==> config.mk <==
export PLATFORM = sky130hd
export DESIGN_NAME = ptmch_trg_log
export DESIGN_NICKNAME = d
export VERILOG_FILES = /design/src/rtl/ptmch_pkg.sv /design/src/rtl/ptmch_sync_fifo.sv /design/src/rtl/ptmch_trg_log.sv
export SDC_FILE = /design/constraint.sdc
export NUM_CORES = 1
export LEC_CHECK = 0
export CORE_MARGIN = 3
export CORE_UTILIZATION = 40
export CTS_CLUSTER_SIZE = 25
export DETAILED_ROUTE_END_ITERATION = 8
export HOLD_SLACK_MARGIN = 0.12
export PLACE_DENSITY = 0.59
export SYNTH_ARGS = -nofsm -noshare
export SYNTH_HDL_FRONTEND = slang
export SYNTH_SLANG_ARGS = --single-unit
==> constraint.sdc <==
create_clock -name CLK160M -period 7.9 [get_ports CLK160M]
set_clock_uncertainty 0.05 [all_clocks]
set_input_delay 1.975 -clock CLK160M [delete_from_list [all_inputs] [get_ports CLK160M]]
set_output_delay 1.975 -clock CLK160M [all_outputs]
set_load 0.01 [all_outputs]
==> src/rtl/ptmch_pkg.sv <==
// ptmch_pkg: shared constants, trigger-channel indices and the log entry layout.
package ptmch_pkg;

    localparam int unsigned PTMCH_CH_NUM  = 5;
    localparam int unsigned PTMCH_TS_W    = 24;
    localparam int unsigned PTMCH_ID_W    = 3;
    localparam int unsigned PTMCH_ENTRY_W = 1 + PTMCH_ID_W + PTMCH_TS_W;

    localparam int unsigned CH_PROG_EXEC = 0;
    localparam int unsigned CH_RD_STATUS = 1;
    localparam int unsigned CH_BLK_ERASE = 2;
    localparam int unsigned CH_PAGE_READ = 3;
    localparam int unsigned CH_WR_STATUS = 4;

    typedef logic [PTMCH_CH_NUM-1:0] ptmch_ch_vec_t;

    typedef struct packed {
        logic                  multi;
        logic [PTMCH_ID_W-1:0] ch_id;
        logic [PTMCH_TS_W-1:0] ts;
    } ptmch_trg_entry_t;

    // Index of the lowest set bit; 0 when no bit is set.
    function automatic logic [PTMCH_ID_W-1:0] ptmch_lowest_ch(input ptmch_ch_vec_t v);
        logic [PTMCH_ID_W-1:0] id;
        logic                  found;
        ptmch_ch_vec_t         t;
        id    = '0;
        found = 1'b0;
        t     = v;
        for (int unsigned i = 0; i < PTMCH_CH_NUM; i++) begin
            if (!found && t[0]) begin
                id    = PTMCH_ID_W'(i);
                found = 1'b1;
            end
            t = t >> 1;
        end
        return id;
    endfunction

    // True when more than one bit is set.
    function automatic logic ptmch_is_multi(input ptmch_ch_vec_t v);
        return (v & (v - ptmch_ch_vec_t'(1))) != '0;
    endfunction

endpackage

==> src/rtl/ptmch_sync_fifo.sv <==
// ptmch_sync_fifo: single-clock show-ahead FIFO with sync reset/flush and a registered level.
module ptmch_sync_fifo #(
    parameter int unsigned WIDTH = 28,
    parameter int unsigned DEPTH = 16
) (
    input  logic                     clk,
    input  logic                     rst,
    input  logic                     flush,
    input  logic                     wr_en,
    input  logic [WIDTH-1:0]         wr_data,
    input  logic                     rd_en,
    output logic [WIDTH-1:0]         rd_data,
    output logic                     empty,
    output logic                     full,
    output logic [$clog2(DEPTH):0]   level
);

    localparam int unsigned AW = $clog2(DEPTH);
    localparam int unsigned LW = AW + 1;

    logic [WIDTH-1:0] r_mem [DEPTH];
    logic [AW-1:0]    r_wr_ptr;
    logic [AW-1:0]    r_rd_ptr;
    logic [LW-1:0]    r_level;
    logic             w_do_rd;
    logic             w_do_wr;

    assign empty   = (r_level == '0);
    assign full    = (r_level == LW'(DEPTH));
    assign level   = r_level;
    assign w_do_rd = rd_en & ~empty;
    assign w_do_wr = wr_en & (~full | w_do_rd);
    assign rd_data = empty ? '0 : r_mem[r_rd_ptr];

    // Pointer and occupancy bookkeeping; flush empties the queue in one edge.
    always_ff @(posedge clk) begin
        if (rst || flush) begin
            r_wr_ptr <= '0;
            r_rd_ptr <= '0;
            r_level  <= '0;
        end else begin
            if (w_do_wr) r_wr_ptr <= r_wr_ptr + AW'(1);
            if (w_do_rd) r_rd_ptr <= r_rd_ptr + AW'(1);
            if (w_do_wr && !w_do_rd)      r_level <= r_level + LW'(1);
            else if (!w_do_wr && w_do_rd) r_level <= r_level - LW'(1);
        end
    end

    // Storage array; contents are only observable through a valid head.
    always_ff @(posedge clk) begin
        if (!rst && !flush && w_do_wr) r_mem[r_wr_ptr] <= wr_data;
    end

endmodule

==> src/rtl/ptmch_trg_log.sv <==
// ptmch_trg_log: logs rising trigger edges as {multi, ch_id, ts} entries, counts events per channel,
// and flags entries lost on a full FIFO. Define PTMCH_TRG_LOG_DROPCNT_EN to add the DROP_CNT output.
module ptmch_trg_log
    import ptmch_pkg::*;
#(
    parameter int unsigned P_CNT_W      = 16,
    parameter int unsigned P_FIFO_DEPTH = 16
) (
    input  logic                              CLK160M,
    input  logic                              RESET,
    input  logic [PTMCH_CH_NUM-1:0]           TRG_PLS,
    input  logic [PTMCH_CH_NUM-1:0]           CH_EN,
    input  logic                              CLR,
    output logic                              RD_VALID,
    input  logic                              RD_READY,
    output logic [PTMCH_ENTRY_W-1:0]          RD_DATA,
    output logic [$clog2(P_FIFO_DEPTH):0]     FIFO_LVL,
    output logic [PTMCH_CH_NUM*P_CNT_W-1:0]   EVT_CNT,
`ifdef PTMCH_TRG_LOG_DROPCNT_EN
    output logic [15:0]                       DROP_CNT,
`endif
    output logic                              OVF
);

    localparam int unsigned P_CH   = PTMCH_CH_NUM;
    localparam int unsigned P_TS_W = PTMCH_TS_W;

    logic [P_CH-1:0]    r_trg_q;
    logic [P_CH-1:0]    r_trg_qq;
    logic [P_TS_W-1:0]  r_ts;
    logic [P_CNT_W-1:0] r_cnt [P_CH];
    logic               r_ovf;
    logic [P_CH-1:0]    w_rise;
    logic               w_wr;
    logic               w_full;
    logic               w_empty;
    logic               w_drop;
    ptmch_trg_entry_t   w_entry;

    assign w_rise = r_trg_q & ~r_trg_qq & CH_EN;
    assign w_wr   = (w_rise != '0) & ~CLR;
    // Full implies a valid head, so RD_READY alone decides whether a slot frees up.
    assign w_drop = w_wr & w_full & ~RD_READY;

    // Entry built from the cycle in which the rise is seen.
    always_comb begin
        w_entry       = '0;
        w_entry.multi = ptmch_is_multi(w_rise);
        w_entry.ch_id = ptmch_lowest_ch(w_rise);
        w_entry.ts    = r_ts;
    end

    // Edge-detect pipeline; all-ones after reset hides pulses held across release.
    always_ff @(posedge CLK160M) begin
        if (RESET) begin
            r_trg_q  <= '1;
            r_trg_qq <= '1;
        end else begin
            r_trg_q  <= TRG_PLS;
            r_trg_qq <= r_trg_q;
        end
    end

    // Free-running timestamp, wraps silently.
    always_ff @(posedge CLK160M) begin
        if (RESET || CLR) r_ts <= '0;
        else              r_ts <= r_ts + P_TS_W'(1);
    end

    // Per-channel saturating event counters.
    for (genvar g = 0; g < P_CH; g++) begin : g_cnt
        always_ff @(posedge CLK160M) begin
            if (RESET || CLR)                     r_cnt[g] <= '0;
            else if (w_rise[g] && r_cnt[g] != '1) r_cnt[g] <= r_cnt[g] + P_CNT_W'(1);
        end
        assign EVT_CNT[g*P_CNT_W +: P_CNT_W] = r_cnt[g];
    end

    // Sticky overflow flag.
    always_ff @(posedge CLK160M) begin
        if (RESET || CLR) r_ovf <= 1'b0;
        else if (w_drop)  r_ovf <= 1'b1;
    end

`ifdef PTMCH_TRG_LOG_DROPCNT_EN
    logic [15:0] r_drop_cnt;

    // Saturating count of entries lost on a full FIFO.
    always_ff @(posedge CLK160M) begin
        if (RESET || CLR)                     r_drop_cnt <= '0;
        else if (w_drop && r_drop_cnt != '1)  r_drop_cnt <= r_drop_cnt + 16'(1);
    end

    assign DROP_CNT = r_drop_cnt;
`endif

    assign OVF      = r_ovf;
    assign RD_VALID = ~w_empty;

    ptmch_sync_fifo #(
        .WIDTH (PTMCH_ENTRY_W),
        .DEPTH (P_FIFO_DEPTH)
    ) u_fifo (
        .clk     (CLK160M),
        .rst     (RESET),
        .flush   (CLR),
        .wr_en   (w_wr),
        .wr_data (w_entry),
        .rd_en   (RD_READY),
        .rd_data (RD_DATA),
        .empty   (w_empty),
        .full    (w_full),
        .level   (FIFO_LVL)
    );

endmodule
* Word-level counts from Yosys, hierarchy flattened
Memory sizes are Yosys's and may differ from the RTL's. A register that Yosys moved wholly into a read port is not among the register bits.
Cells that the tools add are included.
** Word-level totals
- Flip-flop bits (word level) :: 48
- RAM bits :: 528
- Input port bits :: 14
- Logic and storage cells :: 108
- Memories kept :: 2
** Operators by class
- Add/sub/neg operators :: 11
- Equal/unequal tests :: 6
- Mux-type cells :: 37
- Bitwise gates (word level) :: 19
- Reductions and logical operators :: 26
** Memories
- u_fifo.r_mem :: words 16, width 28, read ports 1, clocked after Yosys merged registers in 1, wr ports 1, RTL line ptmch_sync_fifo.sv:21 : logic [WIDTH-1:0] r_mem [DEPTH];
- r_cnt :: words 5, width 16, read ports 5, clocked after Yosys merged registers in 0, wr ports 5, RTL line ptmch_trg_log.sv:31 : logic [P_CNT_W-1:0] r_cnt [P_CH];
** Operators by type and width (number)
- 16-bit by 1-bit adder with 16-bit output (second input constant) :: 5
- 16-bit two-way mux :: 5
- 16-bit != test (second input constant) :: 5
- 28-bit two-way mux :: 1
- 24-bit by 1-bit adder with 24-bit output (second input constant) :: 1
- 1-bit two-way mux :: 24
- 5-bit bitwise AND :: 3
- 1-bit logical AND :: 13
- 5-bit two-way mux :: 2
- 5-bit nonzero test :: 2
- 5-bit by 1-bit subtractor with 5-bit output (second input constant) :: 2
- 4-bit by 1-bit adder with 4-bit output (second input constant) :: 2
- 1-bit zero test :: 8
- 4-bit two-way mux :: 2
- 1-bit OR :: 6
- 5-bit by 1-bit adder with 5-bit output (second input constant) :: 1
- 1-bit bitwise AND :: 5
- 5-bit equality test (second input constant) :: 1
- 5-bit zero test :: 1
- 5-bit NOT :: 1
- 2-bit two-way mux :: 2
- 1-bit NOT :: 4
- 3-bit two-way mux :: 1
- 2-bit nonzero test :: 1
- 1-bit logical OR :: 1

* Logic depth before layout (Yosys ltp)
Gate-level depths: netlist of run 1.
- Word-level depth :: 16
- Gate-level depth with buffers :: 11

* Cells and area by module
Synthesis of run 1 repeated with hierarchy kept, for this count alone.
** Second synthesis, totals
- Cell total of the unflattened synthesis :: 1369
- Area total of the unflattened synthesis :: 23720.2 um2
** By module, submodules not included
- ptmch_sync_fifo :: times used 1, cells an instance 795, area an instance 17951.0 um2
- ptmch_trg_log :: times used 1, cells an instance 574, area an instance 5769.3 um2

* Least setup slack after synthesis of run 1
OpenSTA, ideal clock, no wires.
- Path kind :: input to register
- Start :: input port CH_EN[1]
- End :: memory u_fifo.r_mem[11][0] (enable)
- Setup time :: 494 ps
- Data arrival time :: 5593 ps
- Path slack :: 1763 ps
- Stages on the path :: 4
- Path through :: nand3b_1 -> and3_1 -> a21o_1 -> nor4b_1
** On the way
- Word-level cells in the longest chain between the ends :: 7
** RTL lines
- start: declaration :: RTL line ptmch_trg_log.sv:12 : input logic [PTMCH_CH_NUM-1:0] CH_EN,
- 5-bit bitwise AND :: RTL line ptmch_trg_log.sv:40 : assign w_rise = r_trg_q & ~r_trg_qq & CH_EN;
- 5-bit nonzero test :: RTL line ptmch_trg_log.sv:41 : assign w_wr = (w_rise != '0) & ~CLR;
- 1-bit bitwise AND :: RTL line ptmch_trg_log.sv:41
- 1-bit bitwise AND :: RTL line ptmch_sync_fifo.sv:32 : assign w_do_wr = wr_en & (~full | w_do_rd);
- 1-bit logical AND :: RTL line ptmch_sync_fifo.sv:51 : if (!rst && !flush && w_do_wr) r_mem[r_wr_ptr] <= wr_data;
- 1-bit two-way mux :: RTL line ptmch_sync_fifo.sv:51
- 1-bit two-way mux (implied by the code) :: RTL line ptmch_sync_fifo.sv:51
- end: declaration :: RTL line ptmch_sync_fifo.sv:21
No other way between the ends.

==> results_dict.tcl, run 1 <==
set metrics [dict create \
    synth_edf_count 528 \
    worst-setup-path-type "flop to output pin" \
    arrival_ns 3.58 \
    clk_latency_ns 0.61 \
    max_slew_margin_pct 22.15 \
    worst_pin_slew_ns 1.165 \
    drt_iter0_markers 774 \
    final_antenna_net_count 0 \
    place_ws_ns 2.639 \
    yosysWarnings 0 \
    ios 129 \
    synth.largest_area_cell "edfxtp_1" \
    initial_core_util_pct 40.76 \
    final_cell_mix "edfxtp_1, clkdlybuf4s50_1, nor2_1, mux4_2, mux2i_1" \
    fin_area_sq_um 27920 \
    synth_top_area_share_pct 66.91 \
    async_flop_share_pct 0 \
    fin_crit_ns 5.606 \
    antenna_found_initial 2 \
    start_kind "flop" \
    cts_sinks 580 \
    gr-total-overflow 0 \
    ctsResizeCount 0 \
    via_count 12542 \
    cts-root-buf "clkbuf_16" \
    gp_congestion 0.7532 \
    synth-seq-area-share_pct 71.30 \
    crit_required_ns 5.88 \
    synth_cell_type_count 58 \
    drv_slew 0 \
    drc 0 \
    ir_drop_v 0.0001627 \
    min_path_type "flop to flop" \
    rows 88 \
    grt_start_max_net_pins 57 \
    place_area_sq_um 26010 \
    layout_commonest_cell "edfxtp_1" \
    hold_slack_ns 0.3888 \
    cts_buffer_depth 3 \
    pwr_density_cell_nw_per_um2 234.7 \
    path_clk_slew_ns 0.06 \
    track_usage_pct 16.10 \
    status "complete, no violations" \
    maxCapViolCount 0 \
    cts_tree "built" \
    core_area_sq_um 58140 \
    diodes 0 \
    leakagePower_nw 8.237 \
    grt_pass1_wl_um 77940 \
    setup_viol 0 \
    num-fill-cells 4925 \
    syn_area_sq_um 23700 \
    io_buffers 128 \
    tns_ns 0 \
    cpMaxStageDelayCell "dfxtp_4" \
    setup_ws_ns 2.294 \
    drt-total-wl_um 50430 \
    syn_nets 1399 \
    drive_above_1_share_pct 17.45 \
    area.growth.synth_to_final_pct 17.80 \
    numCtsBuffers 57 \
    fp.dieW_um 249.4 \
    fin_crit_sh_pct 70.96 \
    netlist_top_cells_area "edfxtp_1, mux4_2, dfxtp_1, mux2i_1, xnor2_1" \
    holdPathStages 1 \
    rsz0062_at_grt "false" \
    postCtsHoldBufs 0 \
    wire_per_inst_um 21.54 \
    dieArea_sq_um 62200 \
    ys_ff_latch 580 \
    layout.nets 1557 \
    viasPerCell 5.358 \
    die_h_um 249.4 \
    synthCells 1369 \
    post_cts_buffers 0 \
    hold_violations 0 \
    crit_path_end_kind "output pin" \
    postSynthAreaPerCell_sq_um 17.31 \
    yosys_most_used_dff "edfxtp_1" \
    critPathMaxFanout 51 \
    first_pass_iters 5 \
    grt_pass1_vias 12935 \
    dp_hpwl_um 29230 \
    total_power_w 0.006552 \
    worstRegToRegCells 11 \
    max_freq_mhz 178.4 \
    slowest_delay_ns 0.85 \
    htreeDepth 2 \
    path_cells "buf_4 -> mux4_2 -> mux2i_1 -> o22ai_1 -> clkdlybuf4s50_1" \
]
==> sequential cells by signal, summed over array words and instances, names as in the netlist, named ones only <==
name / cells
OVF: 1
r_cnt: 80
r_trg_q: 5
r_trg_qq: 5
r_ts: 24
u_fifo.level: 5
u_fifo.r_mem: 448
u_fifo.r_rd_ptr: 4
u_fifo.r_wr_ptr: 4
==> cells by family after synthesis <==
| logic type | share of synthesized area [%] |
|---|---|
| buf+inv | 1.404 |
| flops | 71.30 |
| simple gates | 7.445 |
| xor+xnor | 3.031 |
| compound gates | 2.598 |
| mux | 13.35 |
| fa+ha+maj | 0.8765 |
==> path summary, 6_finish.rpt <==
check        slack (ns)         endpoint       startpoint
max                2.29       RD_DATA[1]             flop
min                0.39      r_trg_qq[4]       r_trg_q[4]
max reg2reg        4.73  u_fifo.level[4]  u_fifo.level[0]
min reg2reg        0.39      r_trg_qq[4]       r_trg_q[4]
==> power by group <==
| part | leakage, nW | switching [W] | internal [W] |
|---|---|---|---|
| registers | 5.20 | 0.0000449 | 0.00334 |
| logic | 2.10 | 0.000217 | 0.000226 |
| clock network | 0.938 | 0.00114 | 0.00159 |
==> synthesized netlist by cell type, types with 3 or more instances <==
master / count
nand3b_1: 7
edfxtp_1: 528
a21o_1: 3
and4_1: 4
nor3_1: 24
inv_1: 25
buf_4: 4
o211ai_1: 4
or3_1: 14
dfxtp_1: 52
mux4_2: 112
buf_2: 17
nand3_2: 3
nand3_1: 33
o21ai_0: 15
ha_1: 15
nor2_1: 132
mux2i_1: 64
and3_1: 6
and2_1: 4
nand2_1: 41
a21oi_1: 20
o22ai_1: 28
xor2_1: 23
o21a_1: 3
clkbuf_1: 28
xnor2_1: 59
nand4_1: 18
nand2b_1: 5
nor4_1: 22
o31ai_1: 5
or2_2: 13
or4_1: 5
==> per-stage QoR <==
step	utilization, %	std cells
finish	48.02	2341
floorplan	-	1369
global placement	44.74	2233
detailed placement	44.74	2233
CTS	48.02	2341
global route	48.02	2341
==> worst max-delay path, delay by kind of cell, from the launching register on <==
kind / cells / cell delay [ns]
buffers and inverters: 2 / 1.23
muxes: 2 / 0.38
AOI/OAI and AO/OA: 1 / 0.48
DFF: 1 / 0.85
==> final cells by class <==
type	instances	area (sq um)	share of cell area, %
sequential	580	16910	60.56
multi-input combinational	712	6586	23.59
clock buffer	79	1610	5.768
timing repair buffer	151	1466	5.253
tap	765	957.2	3.429
clock inverter	29	295.3	1.058
inverter	25	93.84	0.3361
==> metal layers <==
layer	track usage (%)	wire, um	up-vias
met4	4.194	926	4
met3	4.106	3405	66
li1	-	-	5746
met2	26.08	24140	308
met5	0	16	-
met1	21.82	21950	6418
(Power assumes the default switching activity.)
==> run 2, diff against run 1 <==
--- a/config.mk
+++ b/config.mk
@@ -10,7 +10,7 @@
 export CTS_CLUSTER_SIZE = 25
 export DETAILED_ROUTE_END_ITERATION = 8
 export HOLD_SLACK_MARGIN = 0.12
-export PLACE_DENSITY = 0.59
+export PLACE_DENSITY = 0.61
 export SYNTH_ARGS = -nofsm -noshare
 export SYNTH_HDL_FRONTEND = slang
 export SYNTH_SLANG_ARGS = --single-unit
==> constraint.sdc (replaced) <==
create_clock -name CLK160M -period 5.05 [get_ports CLK160M]
set_clock_uncertainty 0.05 [all_clocks]
set_input_delay 1.2625 -clock CLK160M [delete_from_list [all_inputs] [get_ports CLK160M]]
set_output_delay 1.2625 -clock CLK160M [all_outputs]
set_load 0.01 [all_outputs]
==> results_dict.tcl, run 2 (synthesized netlist as in run 1, its figures left out) <==
set metrics [dict create \
    status "complete, no violations" \
    largest_reg_flops 448 \
    final_antenna_net_count 0 \
    worstRegToRegCells 11 \
    diodes 0 \
    postCtsHoldBufs 0 \
    path_clk_slew_ns 0.06 \
    setup_viol 0 \
    cts_sinks 580 \
    drt_iter0_markers 911 \
    io_buffers 128 \
    initial_core_util_pct 40.76 \
    grt_pass1_vias 13097 \
    layout.nets 1572 \
    r2r-start "u_fifo.level[0]" \
    hold_violations 0 \
    viasPerCell 5.357 \
    track_usage_pct 16.29 \
    hold_path_end "r_trg_qq[4]" \
    place_ws_ns 0.7040 \
    layout_commonest_cell "edfxtp_1" \
    grt_start_max_net_pins 49 \
    largest_register "u_fifo.r_mem" \
    ir_drop_v 0.0002974 \
    critPathMaxFanout 18 \
    drc 0 \
    regArea_sq_um 16910 \
    max_freq_mhz 214.7 \
    multiInputGateArea_sq_um 6604 \
    rsz0062_at_grt "false" \
    worstReg2RegEnd "u_fifo.level[4]" \
    crit_path_end_kind "output pin" \
    total_power_w 0.01031 \
    drv_slew 0 \
    cts-root-buf "clkbuf_16" \
    first_pass_iters 5 \
    arrival_ns 3.35 \
    area.growth.synth_to_final_pct 19.00 \
    core_area_sq_um 58140 \
    tns_ns 0 \
    numCtsBuffers 58 \
    post_cts_buffers 0 \
    reg.largest.list "u_fifo.r_mem x448, r_cnt x80, r_ts x24" \
    gr-total-overflow 0 \
    cts_buffer_depth 3 \
    via_count 12621 \
    htreeDepth 2 \
    rrSetupSlack_ns 1.80 \
    gp_congestion 0.7778 \
    ctsResizeCount 0 \
    hold_slack_ns 0.3924 \
    holdCritStartpoint "r_trg_q[4]" \
    worst_pin_slew_ns 1.011 \
    pwr_density_cell_nw_per_um2 365.4 \
    final_cell_mix "edfxtp_1, clkdlybuf4s50_1, nor2_1, mux4_2, mux2i_1" \
    cts_tree "built" \
    clk_latency_ns 0.62 \
    antenna_found_initial 0 \
    start_kind "flop" \
    fp.dieW_um 249.4 \
    ios 129 \
    maxCapViolCount 0 \
    wire_per_inst_um 21.63 \
    min_path_type "flop to flop" \
    dieArea_sq_um 62200 \
    max_slew_margin_pct 32.38 \
    grt_pass1_wl_um 79250 \
    dp_hpwl_um 30410 \
    fin_crit_ns 4.658 \
    fin_crit_sh_pct 92.23 \
    holdPathStages 1 \
    worst-setup-path-type "flop to output pin" \
    num-fill-cells 4919 \
    setup_ws_ns 0.3922 \
    die_h_um 249.4 \
    drive_above_1_share_pct 18.48 \
    crit_required_ns 3.74 \
    drt-total-wl_um 50970 \
    rows 88 \
    leakagePower_nw 8.356 \
]
-- run 2: routing by layer --
metal,part of all wire [%],GRT usage [%]
met5,0,0
met1,44,22.16
met3,5.4,3.491
met2,49,26.81
met4,1.8,4.244
-- run 2: layout make-up --
class                           instances  share of cell area (%)
Clock buffer                           84                   5.959
Clock inverter                         25                  0.8829
Tap cell                              765                   3.394
Timing Repair Buffer                  165                   6.061
Inverter                               25                  0.3328
Multi-Input combinational cell        712                   23.42
Sequential cell                       580                   59.95
-- run 2: metrics by stage --
step                area (sq um)  instances  utilization (%)
floorplan                  23710       1369                -
global placement           26270       2247            45.19
detailed placement         26270       2247            45.19
CTS                        28200       2356            48.51
global route               28200       2356            48.51
finish                     28200       2356            48.51
-- run 2: worst max path at each step --
| stage | from | to | slack [ns] | cells after the start |
|---|---|---|---|---|
| after floorplan | CH_EN[1] | u_fifo.r_mem[15][0] | 0.66 | 4 |
| after global placement | CH_EN[1] | u_fifo.level[4] | 0.73 | 12 |
| after detailed placement | CH_EN[1] | u_fifo.level[4] | 0.70 | 12 |
| after CTS | u_fifo.level[0] | RD_DATA[26] | 0.25 | 5 |
| after global routing | u_fifo.level[0] | RD_DATA[0] | 0.21 | 6 |
| final | u_fifo.level[0] | RD_DATA[0] | 0.39 | 6 |
-- run 2: critical path, stage by stage (launching register included) --
cell and delay [ns]:
dfxtp_1 0.37, or4_4 0.59, or2_1 0.29, nand2b_2 0.50, buf_4 0.32, o22ai_1 0.12
clkdlybuf4s50_1 0.53
-- run 2: power breakdown --
group | leakage, nW | switching [W] | total (W) | internal [W]
Clock | 0.954 | 0.00179 | 0.00431 | 0.00252
Combinational | 2.21 | 0.000340 | 0.000706 | 0.000366
Sequential | 5.20 | 0.0000661 | 0.00529 | 0.00523
==> run 3, diff against run 2 <==
--- a/config.mk
+++ b/config.mk
@@ -10,7 +10,7 @@
 export CTS_CLUSTER_SIZE = 25
 export DETAILED_ROUTE_END_ITERATION = 8
 export HOLD_SLACK_MARGIN = 0.12
-export PLACE_DENSITY = 0.61
+export PLACE_DENSITY = 0.59
 export SYNTH_ARGS = -nofsm -noshare
 export SYNTH_HDL_FRONTEND = slang
 export SYNTH_SLANG_ARGS = --single-unit
==> constraint.sdc (replaced) <==
create_clock -name CLK160M -period 4.3 [get_ports CLK160M]
set_clock_uncertainty 0.05 [all_clocks]
set_input_delay 1.075 -clock CLK160M [delete_from_list [all_inputs] [get_ports CLK160M]]
set_output_delay 1.075 -clock CLK160M [all_outputs]
set_load 0.01 [all_outputs]
==> results_dict.tcl, run 3 (synthesized netlist as in run 1, its figures left out) <==
set metrics [dict create \
    pwr_density_cell_nw_per_um2 433.6 \
    dp_hpwl_um 30650 \
    fin_crit_ns 4.151 \
    ir_drop_v 0.0003460 \
    reg.largest.list "u_fifo.r_mem x448, r_cnt x80, r_ts x24" \
    crit_path_end_kind "output pin" \
    maxCapViolCount 0 \
    via_count 12760 \
    wire_per_inst_um 22.04 \
    fin_area_sq_um 28460 \
    max_slew_margin_pct 28.88 \
    initial_core_util_pct 40.76 \
    final_antenna_net_count 0 \
    path_cells "or4_4 -> or2_1 -> nand2b_2 -> buf_12 -> o22ai_1 -> clkdlybuf4s50_1" \
    setup_ws_ns 0.1489 \
    gr-total-overflow 0 \
    arrival_ns 3.03 \
    path_buf_inv 2 \
    first_pass_iters 5 \
    critPathMaxFanout 28 \
    cts_buffer_depth 3 \
    area.growth.synth_to_final_pct 20.08 \
    tns_ns 0 \
    dieArea_sq_um 62200 \
    clk_latency_ns 0.61 \
    viasPerCell 5.377 \
    cts-root-buf "clkbuf_16" \
    grt_pass1_wl_um 80760 \
    cts_sinks 580 \
    cp_top_family "simple AND/OR/NAND/NOR gates" \
    rows 88 \
    post_cts_buffers 0 \
    status "complete, no violations" \
    min_path_type "flop to flop" \
    hold_violations 0 \
    die_h_um 249.4 \
    io_buffers 128 \
    htreeDepth 2 \
    fin_crit_sh_pct 96.54 \
    max_freq_mhz 240.9 \
    hold_slack_ns 0.3936 \
    largest_reg_flops 448 \
    drt-total-wl_um 52300 \
    layout.nets 1586 \
    num-fill-cells 4907 \
    drive_above_1_share_pct 19.10 \
    ctsResizeCount 0 \
    dp_cells 2260 \
    gp_congestion 0.7638 \
    postCtsHoldBufs 0 \
    final_cell_mix "edfxtp_1, clkdlybuf4s50_1, nor2_1, mux4_2, mux2i_1" \
    drv_slew 0 \
    crit_required_ns 3.17 \
    worst-setup-path-type "flop to output pin" \
    grt_start_max_net_pins 81 \
    ios 129 \
    core_area_sq_um 58140 \
    track_usage_pct 16.80 \
    setup_viol 0 \
    drt_iter0_markers 784 \
    grt_pass1_vias 13184 \
    worst_pin_slew_ns 1.063 \
    drc 0 \
    fp.dieW_um 249.4 \
    cpMaxStageDelayCell "or4_4" \
    path_clk_slew_ns 0.06 \
    start_kind "flop" \
    place_ws_ns 0.2794 \
    layout_commonest_cell "edfxtp_1" \
    largest_register "u_fifo.r_mem" \
    final_cells 2373 \
    slowest_delay_ns 0.60 \
    cts_tree "built" \
    leakagePower_nw 8.505 \
    place_area_sq_um 26430 \
    numCtsBuffers 59 \
    antenna_found_initial 0 \
    rsz0062_at_grt "false" \
]
[run 3: changes by cell type in the layout (fill, tap and decap cells not counted), moves of 2 or more]
cell,previous run,this run
clkbuf_8,11,8
bufinv_16,4,6
clkbuf_16,59,62
buf_4,25,33
buf_12,12,17
clkinv_2,13,10
clkinv_1,3,5
[run 3: area by class of cell]
class	count	area [sq um]	area share [%]
antenna	1	2.502	0.008794
inverter	25	93.84	0.3298
clock buffer	85	1718	6.037
multi-input combinational	712	6604	23.21
tap	765	957.2	3.364
sequential	580	16910	59.41
clock inverter	27	305.3	1.073
timing repair buffer	178	1869	6.569
[run 3: final timing paths]
kind	from	to	slack, ns	cells after the start
worst max-delay path	u_fifo.level[0]	RD_DATA[0]	0.15	6
worst min-delay path	r_trg_q[4]	r_trg_qq[4]	0.39	1
worst max register to register	u_fifo.level[0]	u_fifo.level[4]	1.08	11
worst min register to register	r_trg_q[4]	r_trg_qq[4]	0.39	1
[run 3: metal layers]
metal / routed length [um] / vias up / share of wire (%) / GRT usage (%)
met5: 0 / - / 0 / 0
met2: 25400 / 294 / 49 / 27.46
met1: 23190 / 6592 / 44 / 23.19
met4: 926 / 0 / 1.8 / 3.697
met3: 2781 / 65 / 5.3 / 3.752
li1: - / 5809 / - / -
[run 3: where the power goes]
| group | switching (W) | internal (W) | leakage [nW] |
|---|---|---|---|
| clock | 0.00212 | 0.00313 | 0.987 |
| combinational | 0.000424 | 0.000445 | 2.29 |
| sequential | 0.0000750 | 0.00614 | 5.23 |
[run 3: stage by stage]
| stage | utilization [%] | power [W] |
|---|---|---|
| floorplan | - | 0.006779 |
| global placement | 45.47 | 0.007209 |
| detailed placement | 45.47 | 0.007214 |
| CTS | 48.95 | 0.01249 |
| global route | 48.95 | 0.01277 |
| finish | 48.95 | 0.01234 |
